===== src/rtl/usb_setup_capture.sv =====
// usb_setup_capture
//    Captures the 8-byte SETUP packet of a USB control transfer on endpoint 0,
//    validates it, and publishes the decoded request fields. Tracks a
//    SET_ADDRESS request and applies the new device address after the
//    status stage (IN on endpoint 0) completes successfully.
//
// Ports
//    clk_48             48 MHz clock, rising edge
//    rst                asynchronous active-high reset
//    usb_rst            USB bus reset, sampled synchronously
//    transaction_active core transaction in progress
//    direction_in       1 = IN (device to host)
//    setup              current transaction is SETUP
//    endpoint[3:0]      endpoint of the current transaction
//    data_out[7:0]      received byte
//    data_strobe        rising edge marks a new data_out byte
//    success            transaction completed (CRC + handshake good)
//    setup_valid        one-clock pulse, request fields updated
//    setup_error        one-clock pulse, malformed/failed SETUP discarded
//    bm_request_type, b_request, w_value, w_index, w_length  decoded fields
//    usb_address[6:0]   device address for the core
//    addr_pending       SET_ADDRESS accepted, not yet applied
module usb_setup_capture (
   input  logic        clk_48,
   input  logic        rst,
   input  logic        usb_rst,
   input  logic        transaction_active,
   input  logic        direction_in,
   input  logic        setup,
   input  logic [3:0]  endpoint,
   input  logic [7:0]  data_out,
   input  logic        data_strobe,
   input  logic        success,
   output logic        setup_valid,
   output logic        setup_error,
   output logic [7:0]  bm_request_type,
   output logic [7:0]  b_request,
   output logic [15:0] w_value,
   output logic [15:0] w_index,
   output logic [15:0] w_length,
   output logic [6:0]  usb_address,
   output logic        addr_pending
);

   typedef enum logic [1:0] {
      IDLE    = 2'd0,
      CAPTURE = 2'd1,
      CHECK   = 2'd2
   } state_t;

   localparam logic [7:0] REQ_SET_ADDRESS = 8'h05;

   state_t          state_q, state_d;
   logic            strobe_prev_q, strobe_prev_d;
   logic            ta_prev_q, ta_prev_d;
   logic [3:0]      cnt_q, cnt_d;
   logic            ovf_q, ovf_d;
   logic            ok_q, ok_d;
   logic [7:0][7:0] buf_q, buf_d;
   logic            setup_valid_q, setup_valid_d;
   logic            setup_error_q, setup_error_d;
   logic [7:0]      bm_q, bm_d;
   logic [7:0]      breq_q, breq_d;
   logic [15:0]     wval_q, wval_d;
   logic [15:0]     widx_q, widx_d;
   logic [15:0]     wlen_q, wlen_d;
   logic [6:0]      usb_address_q, usb_address_d;
   logic            addr_pending_q, addr_pending_d;
   logic [6:0]      pending_addr_q, pending_addr_d;

   logic byte_edge;
   logic ta_rise;
   logic ta_fall;
   logic setup_ep0;
   logic status_ok;

   always_comb begin
      state_d        = state_q;
      strobe_prev_d  = data_strobe;
      ta_prev_d      = transaction_active;
      cnt_d          = cnt_q;
      ovf_d          = ovf_q;
      ok_d           = ok_q;
      buf_d          = buf_q;
      setup_valid_d  = 1'b0;
      setup_error_d  = 1'b0;
      bm_d           = bm_q;
      breq_d         = breq_q;
      wval_d         = wval_q;
      widx_d         = widx_q;
      wlen_d         = wlen_q;
      usb_address_d  = usb_address_q;
      addr_pending_d = addr_pending_q;
      pending_addr_d = pending_addr_q;

      byte_edge = data_strobe & ~strobe_prev_q;
      ta_rise   = transaction_active & ~ta_prev_q;
      ta_fall   = ~transaction_active & ta_prev_q;
      setup_ep0 = setup & ~direction_in & (endpoint == 4'd0);
      status_ok = addr_pending_q & success & direction_in & ~setup &
                  (endpoint == 4'd0);

      // Status stage of the SET_ADDRESS transfer: the new address only takes
      // effect once the host has acknowledged the zero-length IN.
      if (status_ok) begin
         usb_address_d  = pending_addr_q;
         addr_pending_d = 1'b0;
      end

      case (state_q)
         IDLE: begin
            if (ta_rise && setup_ep0) begin
               state_d        = CAPTURE;
               cnt_d          = 4'd0;
               ovf_d          = 1'b0;
               ok_d           = 1'b0;
               // A new SETUP aborts any SET_ADDRESS still awaiting status.
               addr_pending_d = 1'b0;
            end
         end

         CAPTURE: begin
            // Byte is taken first so a byte arriving with success still counts.
            if (byte_edge) begin
               if (cnt_q < 4'd8) begin
                  buf_d[cnt_q[2:0]] = data_out;
               end else begin
                  ovf_d = 1'b1;
               end
               if (cnt_q != 4'd9) begin
                  cnt_d = cnt_q + 4'd1;
               end
            end
            if (success) begin
               state_d = CHECK;
               ok_d    = 1'b1;
            end else if (ta_fall) begin
               state_d = CHECK;
               ok_d    = 1'b0;
            end
         end

         CHECK: begin
            state_d = IDLE;
            if (ok_q && (cnt_q == 4'd8) && !ovf_q) begin
               setup_valid_d = 1'b1;
               bm_d          = buf_q[0];
               breq_d        = buf_q[1];
               wval_d        = {buf_q[3], buf_q[2]};
               widx_d        = {buf_q[5], buf_q[4]};
               wlen_d        = {buf_q[7], buf_q[6]};
               if ((buf_q[0] == 8'h00) && (buf_q[1] == REQ_SET_ADDRESS)) begin
                  addr_pending_d = 1'b1;
                  pending_addr_d = buf_q[2][6:0];
               end
            end else begin
               setup_error_d = 1'b1;
            end
         end

         default: state_d = IDLE;
      endcase

      // Bus reset wins over everything; partial packets vanish silently.
      if (usb_rst) begin
         state_d        = IDLE;
         usb_address_d  = 7'd0;
         addr_pending_d = 1'b0;
         setup_valid_d  = 1'b0;
         setup_error_d  = 1'b0;
      end
   end

   always_ff @(posedge clk_48 or posedge rst) begin
      if (rst) begin
         state_q        <= IDLE;
         // Edge detectors come up "high" so a transaction or strobe already
         // in flight at reset release is not mistaken for a new one.
         strobe_prev_q  <= 1'b1;
         ta_prev_q      <= 1'b1;
         cnt_q          <= 4'd0;
         ovf_q          <= 1'b0;
         ok_q           <= 1'b0;
         buf_q          <= '0;
         setup_valid_q  <= 1'b0;
         setup_error_q  <= 1'b0;
         bm_q           <= 8'd0;
         breq_q         <= 8'd0;
         wval_q         <= 16'd0;
         widx_q         <= 16'd0;
         wlen_q         <= 16'd0;
         usb_address_q  <= 7'd0;
         addr_pending_q <= 1'b0;
         pending_addr_q <= 7'd0;
      end else begin
         state_q        <= state_d;
         strobe_prev_q  <= strobe_prev_d;
         ta_prev_q      <= ta_prev_d;
         cnt_q          <= cnt_d;
         ovf_q          <= ovf_d;
         ok_q           <= ok_d;
         buf_q          <= buf_d;
         setup_valid_q  <= setup_valid_d;
         setup_error_q  <= setup_error_d;
         bm_q           <= bm_d;
         breq_q         <= breq_d;
         wval_q         <= wval_d;
         widx_q         <= widx_d;
         wlen_q         <= wlen_d;
         usb_address_q  <= usb_address_d;
         addr_pending_q <= addr_pending_d;
         pending_addr_q <= pending_addr_d;
      end
   end

   assign setup_valid     = setup_valid_q;
   assign setup_error     = setup_error_q;
   assign bm_request_type = bm_q;
   assign b_request       = breq_q;
   assign w_value         = wval_q;
   assign w_index         = widx_q;
   assign w_length        = wlen_q;
   assign usb_address     = usb_address_q;
   assign addr_pending    = addr_pending_q;

endmodule


===== config.mk =====
export PLATFORM = sky130hd
export DESIGN_NAME = usb_setup_capture
export DESIGN_NICKNAME = d
export VERILOG_FILES = /design/src/rtl/usb_setup_capture.sv
export SDC_FILE = /design/constraint.sdc
export NUM_CORES = 1
export LEC_CHECK = 0
export CORE_AREA = 2 2 127 129
export CTS_BUF_LIST = sky130_fd_sc_hd__clkbuf_8
export DETAILED_ROUTE_END_ITERATION = 16
export DIE_AREA = 0 0 129 131
export GPL_TIMING_DRIVEN = 0
export PLACE_DENSITY = 0.67
export SKIP_LAST_GASP = 1
export SLEW_MARGIN = 20
export SYNTH_ARGS = -nofsm -noshare
export SYNTH_HDL_FRONTEND = slang
export SYNTH_SLANG_ARGS = --single-unit

===== constraint.sdc =====
create_clock -name clk_48 -period 11.3 [get_ports clk_48]
set_clock_uncertainty 0.1 [all_clocks]
set_input_delay 1.695 -clock clk_48 [delete_from_list [all_inputs] [get_ports clk_48]]
set_output_delay 1.695 -clock clk_48 [all_outputs]
set_load 0.005 [all_outputs]

==> After elaboration in Yosys (flattened, before gate mapping) <==
Cells that the tools add are included.
Widths: inputs -> output; s select.
{ "word_totals": {"ff_bits": 155, "wordCells": 105} }
{ "classes": {"n_addsub": 1, "order_cmp": 3, "n_bitwise": 14, "reduce_logical": 18, "muxes": 33, "n_eq_ne": 12} }
{ "ops": {"columns": ["operator", "n"], "rows": [
  ["$bwmux 64", 1],
  ["$demux 8 s3", 1],
  ["$mux 1", 16],
  ["$mux 7", 2],
  ["$mux 4", 3],
  ["$and 1x1->1", 9],
  ["$reduce_and 3->1", 3],
  ["$eq 8x3->1 const B", 1],
  ["$logic_not 8->1", 1],
  ["$mux 2", 4],
  ["$mux 8", 1],
  ["$ne 2x2->1 const B", 4],
  ["$ne 4x4->1 const B", 2],
  ["$pmux 4 s2", 1],
  ["$reduce_and 4->1", 2],
  ["$ne 3x3->1 const B", 2],
  ["$pmux 1 s2", 3],
  ["$logic_and 1x1->1", 5],
  ["$not 1->1", 5],
  ["$add 4x1->4 const B", 1],
  ["$eq 4x4->1 const B", 1],
  ["$logic_not 4->1", 1],
  ["$lt 3x4->1 const B", 1],
  ["$lt 4x4->1 const B", 1],
  ["8 further kinds", 10]
]} }

==> Logic depth before layout (Yosys ltp) <==
Gate-level depths: netlist (run 1).
{ "logic_depth": {"word_depth": 9, "depth_mapped": 7, "mapped_depth_nobuf": 5} }

==> Worst setup path after synthesis (run 1) <==
OpenSTA, ideal clock, no wires.
{ "synth_path": {"path_type": "input to register", "start": "in endpoint[1]", "end": "reg addr_pending_q, in the netlist addr_pending", "path_stages": 4, "path_slack_ns": 8.237, "arrival_ns": 2.841, "t_required_ns": 11.078, "n_path_buf": 0, "setup_ns": 0.122, "cell_sequence": "or4_1 > nor3_2 > nand2_1 > a32o_1"} }
{ "synth_via": {"elab_chain_cells": 7, "word_cells_on_any_way": 10} }
{ "synth_lines": {"columns": ["element", "line", "source"], "rows": [
  ["start: declaration", "30", "input logic [3:0] endpoint,"],
  ["$logic_not 4->1 *", "99, 101", null],
  ["$and 1x1->1", "100", "status_ok = addr_pending_q & success & direction_in & ~setup &"],
  ["$mux 1", "105", "if (status_ok) begin"],
  ["$mux 1", "152", "if ((buf_q[0] == 8'h00) && (buf_q[1] == REQ_SET_ADDRESS)) begin"],
  ["$mux 1", "145", "if (ok_q && (cnt_q == 4'd8) && !ovf_q) begin"],
  ["$pmux 1 s2 *", "110", "case (state_q)"],
  ["$mux 1 *", "165", "if (usb_rst) begin"],
  ["via addr_pending_d", "68", "logic addr_pending_q, addr_pending_d;"],
  ["end signal: assignment", "211", "addr_pending_q <= addr_pending_d;"],
  ["end: declaration", "68", null]
]} }
The timed path passes the listed nets; every way through them passes the cells marked *.
A chain may end at the register's enable or synchronous reset.

==> Worst setup path in the final report (run 1) <==
{ "layout_path": {"start": "in data_strobe", "end": "reg buf_q[34] (netlist name)"} }
{ "layout_via": {"elab_chain_cells": 2} }
{ "layout_lines": {"columns": ["element", "line", "source"], "rows": [
  ["start: declaration", "32", "input logic data_strobe,"],
  ["$and 1x1->1", "96", "byte_edge = data_strobe & ~strobe_prev_q;"],
  ["$reduce_and 3->1 (no source line)", null, null],
  ["end signal: assignment", "202", "buf_q <= buf_d;"],
  ["end: declaration", "59", "logic [7:0][7:0] buf_q, buf_d;"]
]} }
No other way between the ends.

==> flow_summary_export.csv, run 1 <==
group,metric,value,unit
sta,final.period_utilization,0.2914,
drt,viasPerCell,4.895,
yosys,async_flop_share,1.000,
clocking,clock_sinks,155,
sta,max_freq,0.3037,GHz
yosys,synthTopCellsByArea,"dfrtp_1 63%, mux2_2 24%, mux2_1 1.3%, a22o_1 1.1%, buf_4 0.86%",
floorplan,die_y,131,um
grt,grt_use_total,0.1621,
power,power_density,131.9,mW/mm^2
yosys,synth_top_family_by_area,"multiplexers",
yosys,synth_top_area_cell,"dfrtp_1",
critical_path,crit_arrival,3.53,ns
critical_path,criticalPathCategory,"input port to flop",
floorplan,die_width,129,um
grt,grt_pass1_vias,3778,
yosys,synth_seq_cells,155,
sta,tns,0,ns
drt,vias,3559,
hold_path,hp-class,"flop to flop",
yosys,ys_seq_area_frac,0.6341,
yosys,syn-num-nets,409,
drt,remaining_drc_errors,0,
drt,first_pass_iters,4,
drt,final_antenna_net_count,0,
cells_and_area,syn_to_final_growth,26.92,%
yosys,synthFlopType,"dfrtp_1",
clocking,clk_pin_slew,0.08,ns
drt,wirelength,12680,um
yosys,synth_edf_count,0,
drt,wire_per_inst,17.44,um
clocking,ctsHoldBuffers,0,
cells_and_area,layout-drive-gt1-share,0.3679,
drt,drt-initial-drc-count,165,
placed_design,dpl.hpwl,8617,um
grt,antenna_found_initial,0,
floorplan,rows,46,
yosys,synth-simple-area-share,0.06480,
critical_path,startpoint_type,"input port",
placed_design,dp_cells,696,
yosys,synth_xor_area_frac,0,
sta,worst_pin_slew,0.5798,ns
yosys,synthDistinctLibCells,45,
floorplan,start_util,0.3924,
job,maxCapViolCount,0,
clocking,clk_latency,0.45,ns
power,ir_worst_vdd,0.08992,mV
clocking,cts_setup_buffers,0,
critical_path,endpoint_kind,"flop",
sta,min_period,3.292,ns
yosys,synthAdderAreaFrac,0.006132,
yosys,ys_warn_count,0,
yosys,yosys.cell_count.top_type,"dfrtp_1",
placed_design,port_buffers,93,
critical_path,crit_fanout,8,
sta,rsz0062_at_grt,"no",
yosys,synth_compound_area_frac,0.03025,
placed_design,preCtsSetupSlack,7.542,ns
sta,slew_headroom,0.6135,
yosys,synth.avg_cell_area,15.86,um^2
floorplan,ios,94,
clocking,cts_inserted_buffers,17,
sta,finalWorstSetupSlack,8.008,ns
sta,hold_viol_final,0,
floorplan,dieArea,0.01690,mm^2
power,p_leak,3.796,nW
clocking,cts.path.max_buffers,2,
status,outcome,"complete, no violations",
sta,setup-violations-final,0,
placed_design,gp_congestion,0.7940,
clocking,clock-root-buffer,"clkbuf_8",
floorplan,coreArea,0.01560,mm^2
grt,gr-total-overflow,0,
sta,drv_slew,0,
critical_path,required,11.53,ns
clocking,cts-resized-gates,0,
yosys,synth_mux_area_frac,0.2484,
yosys,syn-cell-area,0.006121,mm^2
yosys,synthTopCellsByCount,"153 x dfrtp_1, 128 x mux2_2, 10 x nand2_1, 8 x a22o_1",
grt,grt_first_pass_wirelength,20300,um
clocking,cts_tree,"yes",
yosys,syn-instance-count,386,
cells_and_area,diodes,0,
grt,grt_max_degree,81,
clocking,htreeDepth,4,
cells_and_area,fin_cells,727,
cells_and_area,fin_nets,522,
yosys,synth.top_cell.area_share,0.6255,
## per-stage QoR
step	instance area (um^2)	util	total power, mW	hold WS [ns]
final	7769	0.4981	1.025	0.3900
after global routing	7769	0.4981	1.066	0.4142
after detailed placement	7357	0.4717	0.6093	0.3781
after floorplan	6121	-	0.5888	0.3622
after CTS	7769	0.4981	1.040	0.3960
after global placement	7322	0.4694	0.6064	0.3719
## final timing paths
kind / start / to / slack, ns / depth (start not counted)
max: data_strobe / buf_q[34]$_DFFE_PP0P_ / 8.01 / 5
min: b_request[6]$_DFFE_PP0P_ / b_request[6]$_DFFE_PP0P_ / 0.39 / 1
max reg2reg: cnt_q[1]$_DFFE_PP0P_ / w_value[13]$_DFFE_PP0P_ / 8.85 / 7
min reg2reg: b_request[6]$_DFFE_PP0P_ / b_request[6]$_DFFE_PP0P_ / 0.39 / 1
max in group asynchronous: rst / ta_prev_q$_DFF_PP1_ / 8.74 / 3
min in group asynchronous: rst / bm_request_type[0]$_DFFE_PP0P_ / 1.60 / 2
## state kept, by name, indices dropped and copies added, names as in the netlist
signal / flops
cnt_q: 4
setup_error: 1
w_length: 16
strobe_prev_q: 1
ok_q: 1
pending_addr_q: 7
ta_prev_q: 1
setup_valid: 1
w_index: 16
state_q: 2
usb_address: 7
ovf_q: 1
w_value: 16
addr_pending: 1
buf_q: 64
b_request: 8
bm_request_type: 8
## per-layer routing
| layer | vias up | GRT usage | wire, um | share of wire |
|---|---|---|---|---|
| met5 | - | 0 | 0 | 0 |
| met4 | 0 | 0.06138 | 251 | 0.020 |
| met3 | 17 | 0.04642 | 486 | 0.038 |
| met2 | 66 | 0.2596 | 6214 | 0.49 |
| met1 | 1857 | 0.2111 | 5724 | 0.45 |
| li1 | 1619 | - | - | - |
## worst max-delay path: stages
cell	delay, ns
clkdlybuf4s50_1	0.55
and3b_4	0.27
nand3_4	0.14
nor3b_4	0.48
mux2_2	0.39
## logic make-up (layout without fill, tap and decap cells)
family                     count (synthesis)  after routing
AOI/OAI and AO/OA                         26             26
DFF                                      155            155
buffers and inverters                     18            143
and+or+nand+nor                           49             49
adders and majority gates                  3              3
muxes                                    135            135
## cell usage in the layout, fill, tap and decap left out, drive strengths merged, types with 4 or more instances in the layout
master           n
dfrtp          153
mux2           135
clkdlybuf4s50   93
clkbuf          21
buf             13
nand2           11
a22o             8
inv              8
o21ai            6
nor3             6
nor2             6
clkinv           5
a21oi            4
nor4             4
## layout make-up
cell class | instances | area [um^2]
Sequential cell | 155 | 3881
Inverter | 6 | 30.03
Timing Repair Buffer | 94 | 958.4
Clock buffer | 21 | 289.0
Buffer | 12 | 77.57
Clock inverter | 10 | 122.6
Tap cell | 216 | 270.3
Multi-Input combinational cell | 213 | 2140
Fill cell | 1392 | 7829
## power by group
| part | internal (mW) | leakage (nW) | switching [mW] | total, mW |
|---|---|---|---|---|
| Sequential | 0.557 | 2.15 | 0.00256 | 0.560 |
| Clock | 0.237 | 0.224 | 0.190 | 0.427 |
| Combinational | 0.0123 | 1.42 | 0.0255 | 0.0378 |
| Total | 0.807 | 3.80 | 0.218 | 1.02 |
Power figures use the tool's default switching activity.
==> run 2, diff against run 1 <==
clock period = 3.13 ns   (was 11.3 ns; I/O delays follow)
==> run 2 against run 1 <==
Effect of this change: die area did not move; worst setup slack got worse by 7.4 ns; combinational power rose to 3.9 times the previous value; register-to-register slack got worse by 8.2 ns; worst hold slack got worse by 0.079 ns; critical path depth rose by 2; largest power group unchanged; routed wire length fell by 0.40%.
==> flow_summary_export.csv, run 2 (same netlist as run 1, synthesis figures left out) <==
group,metric,value,unit
cells_and_area,diodes,0,
sta,finalWorstSetupSlack,0.6413,ns
clocking,clk_pin_slew,0.07,ns
cells_and_area,fin_nets,526,
critical_path,slowest_delay,0.40,ns
critical_path,startpoint_type,"flop",
drt,wirelength,12630,um
grt,grt_max_degree,37,
sta,final.period_utilization,0.7951,
clocking,cts-resized-gates,0,
grt,grt_use_total,0.1607,
sta,min_period,2.489,ns
clocking,ctsHoldBuffers,0,
sta,rsz0062_at_grt,"no",
clocking,cts_tree,"yes",
placed_design,port_buffers,93,
job,maxCapViolCount,0,
floorplan,dieArea,0.01690,mm^2
sta,worst_pin_slew,0.6369,ns
sta,slew_headroom,0.5754,
floorplan,start_util,0.3924,
sta,drv_slew,0,
drt,first_pass_iters,4,
drt,vias,3559,
critical_path,r2r_cells,7,
grt,grt_first_pass_wirelength,20330,um
sta,whs,0.3108,ns
cells_and_area,final_area,0.007830,mm^2
drt,final_antenna_net_count,0,
cells_and_area,fill_cells,1368,
placed_design,preCtsSetupSlack,0.5727,ns
floorplan,ios,94,
power,power_density,468.4,mW/mm^2
drt,wire_per_inst,17.25,um
power,ir_worst_vdd,0.2659,mV
status,outcome,"complete, no violations",
grt,antenna_found_initial,0,
critical_path,cp_slowest_cell,"nor2_4",
placed_design,dpl.hpwl,8877,um
clocking,clock-root-buffer,"clkbuf_8",
sta,setup-violations-final,0,
clocking,clock_sinks,155,
placed_design,postPlaceCellArea,0.007433,mm^2
critical_path,crit_chain,"buf_2 -> inv_1 -> ha_1 -> nand4b_2 -> nor2_4 -> buf_4 -> mux2_2",
cells_and_area,layout-drive-gt1-share,0.3702,
cells_and_area,syn_to_final_growth,27.92,%
drt,remaining_drc_errors,0,
cells_and_area,final_common_cell,"dfrtp_1",
floorplan,rows,46,
power,totalPowerFinal,3.668,mW
critical_path,crit_arrival,2.71,ns
clocking,cts_inserted_buffers,17,
critical_path,criticalPathCategory,"flop to flop",
sta,tns,0,ns
critical_path,crit_fanout,10,
critical_path,endpoint_kind,"flop",
cells_and_area,fin_cells,732,
clocking,clk_latency,0.44,ns
sta,max_freq,0.4018,GHz
placed_design,dp_cells,700,
clocking,cts.path.max_buffers,2,
cells_and_area,largest_reg_flops,64,
clocking,cts_setup_buffers,0,
cells_and_area,final_cell_mix,"153 x dfrtp_1, 128 x mux2_2, 93 x clkdlybuf4s50_1, 19 x clkbuf_8, 10 x nand2_1",
cells_and_area,post-route-util,0.5020,
grt,gr-total-overflow,0,
floorplan,die_y,131,um
clocking,htreeDepth,4,
critical_path,required,3.35,ns
cells_and_area,regMostFlops,"buf_q",
drt,drt-initial-drc-count,175,
power,p_leak,3.828,nW
hold_path,hp-class,"input port to async pin",
grt,grt_pass1_vias,3781,
floorplan,coreArea,0.01560,mm^2
placed_design,gp_congestion,0.8289,
sta,hold_viol_final,0,
floorplan,die_width,129,um
drt,viasPerCell,4.862,
## run 2: changes by cell type in the layout (fill, tap and decap cells not counted), sizes merged
cell | before | now
buf | 13 | 17
clkinvlp | 0 | 1
clkbuf | 21 | 19
inv | 8 | 9
clkinv | 5 | 6
## run 2: metal layers
metal  global-route usage  part of all wire  vias to the layer above
met5                    0                 0                        -
met1               0.2074              0.44                     1829
met2               0.2605              0.50                       80
li1                     -                 -                     1629
met4              0.06458             0.020                        0
met3              0.04235             0.039                       21
## run 2: layout make-up
type	count	area, um^2	area share
Inverter	6	26.28	0.003356
Timing Repair Buffer	98	1039	0.1326
Tap cell	216	270.3	0.03452
Buffer	12	77.57	0.009907
Multi-Input combinational cell	213	2140	0.2732
Sequential cell	155	3881	0.4957
Clock inverter	13	135.1	0.01726
Clock buffer	19	261.5	0.03340
## run 2: where the power goes
part / internal (mW) / leakage (nW) / switching, mW
Combinational: 0.0541 / 1.45 / 0.0936
Clock: 0.810 / 0.224 / 0.690
Sequential: 2.01 / 2.15 / 0.00834
Total: 2.88 / 3.83 / 0.791
## run 2: path summary, 6_finish.rpt
check,to,slack [ns],start
worst min register to register,b_request[5]$_DFFE_PP0P_,0.39,b_request[5]$_DFFE_PP0P_
max in group asynchronous,w_length[7]$_DFFE_PP0P_,1.69,rst
min in group clk_48,ta_prev_q$_DFF_PP1_,0.38,transaction_active
worst min-delay path,buf_q[12]$_DFFE_PP0P_,0.31,rst
worst max-delay path,w_value[11]$_DFFE_PP0P_,0.64,cnt_q[1]$_DFFE_PP0P_
worst max register to register,w_value[11]$_DFFE_PP0P_,0.64,cnt_q[1]$_DFFE_PP0P_
## run 2: worst max-delay path, delay by kind of cell, from the launching register on
family | cells | cell delay [ns]
flip-flops | 1 | 0.39
AND/OR/NAND/NOR | 2 | 0.62
buffers and inverters | 3 | 0.68
multiplexers | 1 | 0.35
adder cells (fa/ha/maj) | 1 | 0.22
==> run 3, diff against run 2 <==
clock period = 2.35 ns   (was 3.13 ns; I/O delays follow)
==> run 3 against run 2 <==
Effect of this change: final area up 0.51%; fmax up 14%; routed wire length up 0.40%; cell count up 0.27%; critical endpoint is now w_value[13]$_DFFE_PP0P_; largest power group unchanged; sequential share of layout area down 0.25 points; critical path depth up 1; die area unchanged; non-clock buffer count up 2; power up 33%; worst setup slack worse by 0.48 ns; via count up 0.31%.
==> flow_summary_export.csv, run 3 (same netlist as run 1, synthesis figures left out) <==
group,metric,value,unit
clocking,clk_pin_slew,0.07,ns
clocking,clk_latency,0.44,ns
sta,worst_pin_slew,0.6440,ns
drt,final_antenna_net_count,0,
clocking,cts_tree,"yes",
clocking,cts.path.max_buffers,2,
sta,slew_headroom,0.5707,
placed_design,gp_congestion,0.8289,
drt,viasPerCell,4.864,
cells_and_area,final_cell_mix,"153 x dfrtp_1, 128 x mux2_2, 93 x clkdlybuf4s50_1, 19 x clkbuf_8, 10 x nand2_1",
hold_path,hp-class,"input port to async pin",
critical_path,required,2.57,ns
grt,grt_max_degree,37,
clocking,cts_inserted_buffers,17,
drt,remaining_drc_errors,0,
sta,rsz0062_at_grt,"no",
cells_and_area,syn_to_final_growth,28.58,%
clocking,clock-root-buffer,"clkbuf_8",
cells_and_area,fin_nets,528,
sta,whs,0.1972,ns
drt,wirelength,12680,um
power,power_density,621.1,mW/mm^2
drt,drt-initial-drc-count,165,
sta,min_period,2.191,ns
cells_and_area,largest_reg_flops,64,
grt,antenna_found_initial,0,
sta,max_freq,0.4565,GHz
drt,first_pass_iters,4,
sta,drv_slew,0,
placed_design,port_buffers,93,
drt,vias,3570,
grt,grt_use_total,0.1611,
floorplan,start_util,0.3924,
cells_and_area,final_common_cell,"dfrtp_1",
power,totalPowerFinal,4.888,mW
power,ir_worst_vdd,0.3539,mV
cells_and_area,final_area,0.007870,mm^2
sta,setup-violations-final,0,
floorplan,ios,94,
placed_design,postPlaceCellArea,0.007433,mm^2
clocking,ctsHoldBuffers,0,
critical_path,crit_arrival,2.41,ns
job,maxCapViolCount,0,
critical_path,endpoint_kind,"flop",
sta,hold_viol_final,0,
floorplan,rows,46,
floorplan,dieArea,0.01690,mm^2
cells_and_area,fin_cells,734,
grt,grt_first_pass_wirelength,20380,um
power,p_leak,3.852,nW
critical_path,startpoint_type,"flop",
critical_path,criticalPathCategory,"flop to flop",
clocking,clock_sinks,155,
cells_and_area,fill_cells,1362,
floorplan,die_width,129,um
grt,gr-total-overflow,0,
cells_and_area,diodes,0,
critical_path,crit_fanout,10,
floorplan,coreArea,0.01560,mm^2
status,outcome,"complete, no violations",
cells_and_area,regMostFlops,"buf_q",
grt,grt_pass1_vias,3784,
sta,final.period_utilization,0.9323,
floorplan,die_y,131,um
critical_path,r2r_cells,8,
placed_design,dpl.hpwl,8877,um
placed_design,dp_cells,700,
clocking,htreeDepth,4,
drt,wire_per_inst,17.27,um
cells_and_area,layout-drive-gt1-share,0.3745,
[run 3: changes by cell type in the layout (fill, tap and decap cells not counted)]
| cell | delta |
|---|---|
| buf_12 | +1 |
| buf_4 | +1 |
| clkinvlp_4 | +1 |
| inv_1 | -1 |
| nand4b_2 | -1 |
| nand4b_4 | +1 |
[run 3: layout make-up]
cell class                 instances  area (um^2)  share of cell area
timing repair buffer             100         1066              0.1355
buffer                            12        77.57            0.009857
inverter                           6        30.03            0.003816
multi-input combinational        213         2148              0.2730
clock buffer                      19        261.5             0.03323
sequential                       155         3881              0.4932
clock inverter                    13        135.1             0.01717
tap                              216        270.3             0.03434
[run 3: worst paths after layout]
kind                       slack, ns                startpoint                        to
setup / recovery                0.16      cnt_q[1]$_DFFE_PP0P_   w_value[13]$_DFFE_PP0P_
hold / removal                  0.20                       rst     buf_q[14]$_DFFE_PP0P_
setup reg to reg                0.16      cnt_q[1]$_DFFE_PP0P_   w_value[13]$_DFFE_PP0P_
hold reg to reg                 0.39  b_request[5]$_DFFE_PP0P_  b_request[5]$_DFFE_PP0P_
max in group asynchronous       1.03                       rst   w_length[7]$_DFFE_PP0P_
min in group clk_48             0.27        transaction_active       ta_prev_q$_DFF_PP1_
[run 3: critical path, stage by stage (launching register included)]
cell and delay, ns:
dfrtp_1 0.39, buf_2 0.21, clkinvlp_4 0.16, ha_1 0.22, nand4b_4 0.17, nor2_4 0.13
buf_12 0.14, buf_4 0.20, mux2_2 0.35
[run 3: routing by layer]
layer	GRT usage	vias up	routed length, um
met2	0.2621	71	6320
met5	0	-	0
li1	-	1635	-
met4	0.06458	0	250
met3	0.04235	21	471
met1	0.2072	1843	5634
[run 3: what timing repair did]
action                                  in CTS  in global routing
pin swaps                                    1                  0
setup buffers                                2                  0
endpoints found under the setup margin      60                 67
resized for setup                            0                  2
[run 3: report_power, final]
group          leakage (nW)  switching [mW]  total, mW  internal (mW)
Clock                 0.224           0.918       2.00           1.08
Sequential             2.15          0.0114       2.69           2.68
Combinational          1.48           0.126      0.199         0.0726
[run 3: per-stage QoR]
stage / setup TNS, ns / worst slack (ns) / utilization
final: 0 / 0.1592 / 0.5046
after global routing: 0 / 0.06142 / 0.5046
after CTS: 0 / 0.02010 / 0.5038
after detailed placement: -8.818 / -0.1420 / 0.4766
after global placement: -193.94 / -1.241 / 0.4697
after floorplan: -9.145 / -0.05977 / -
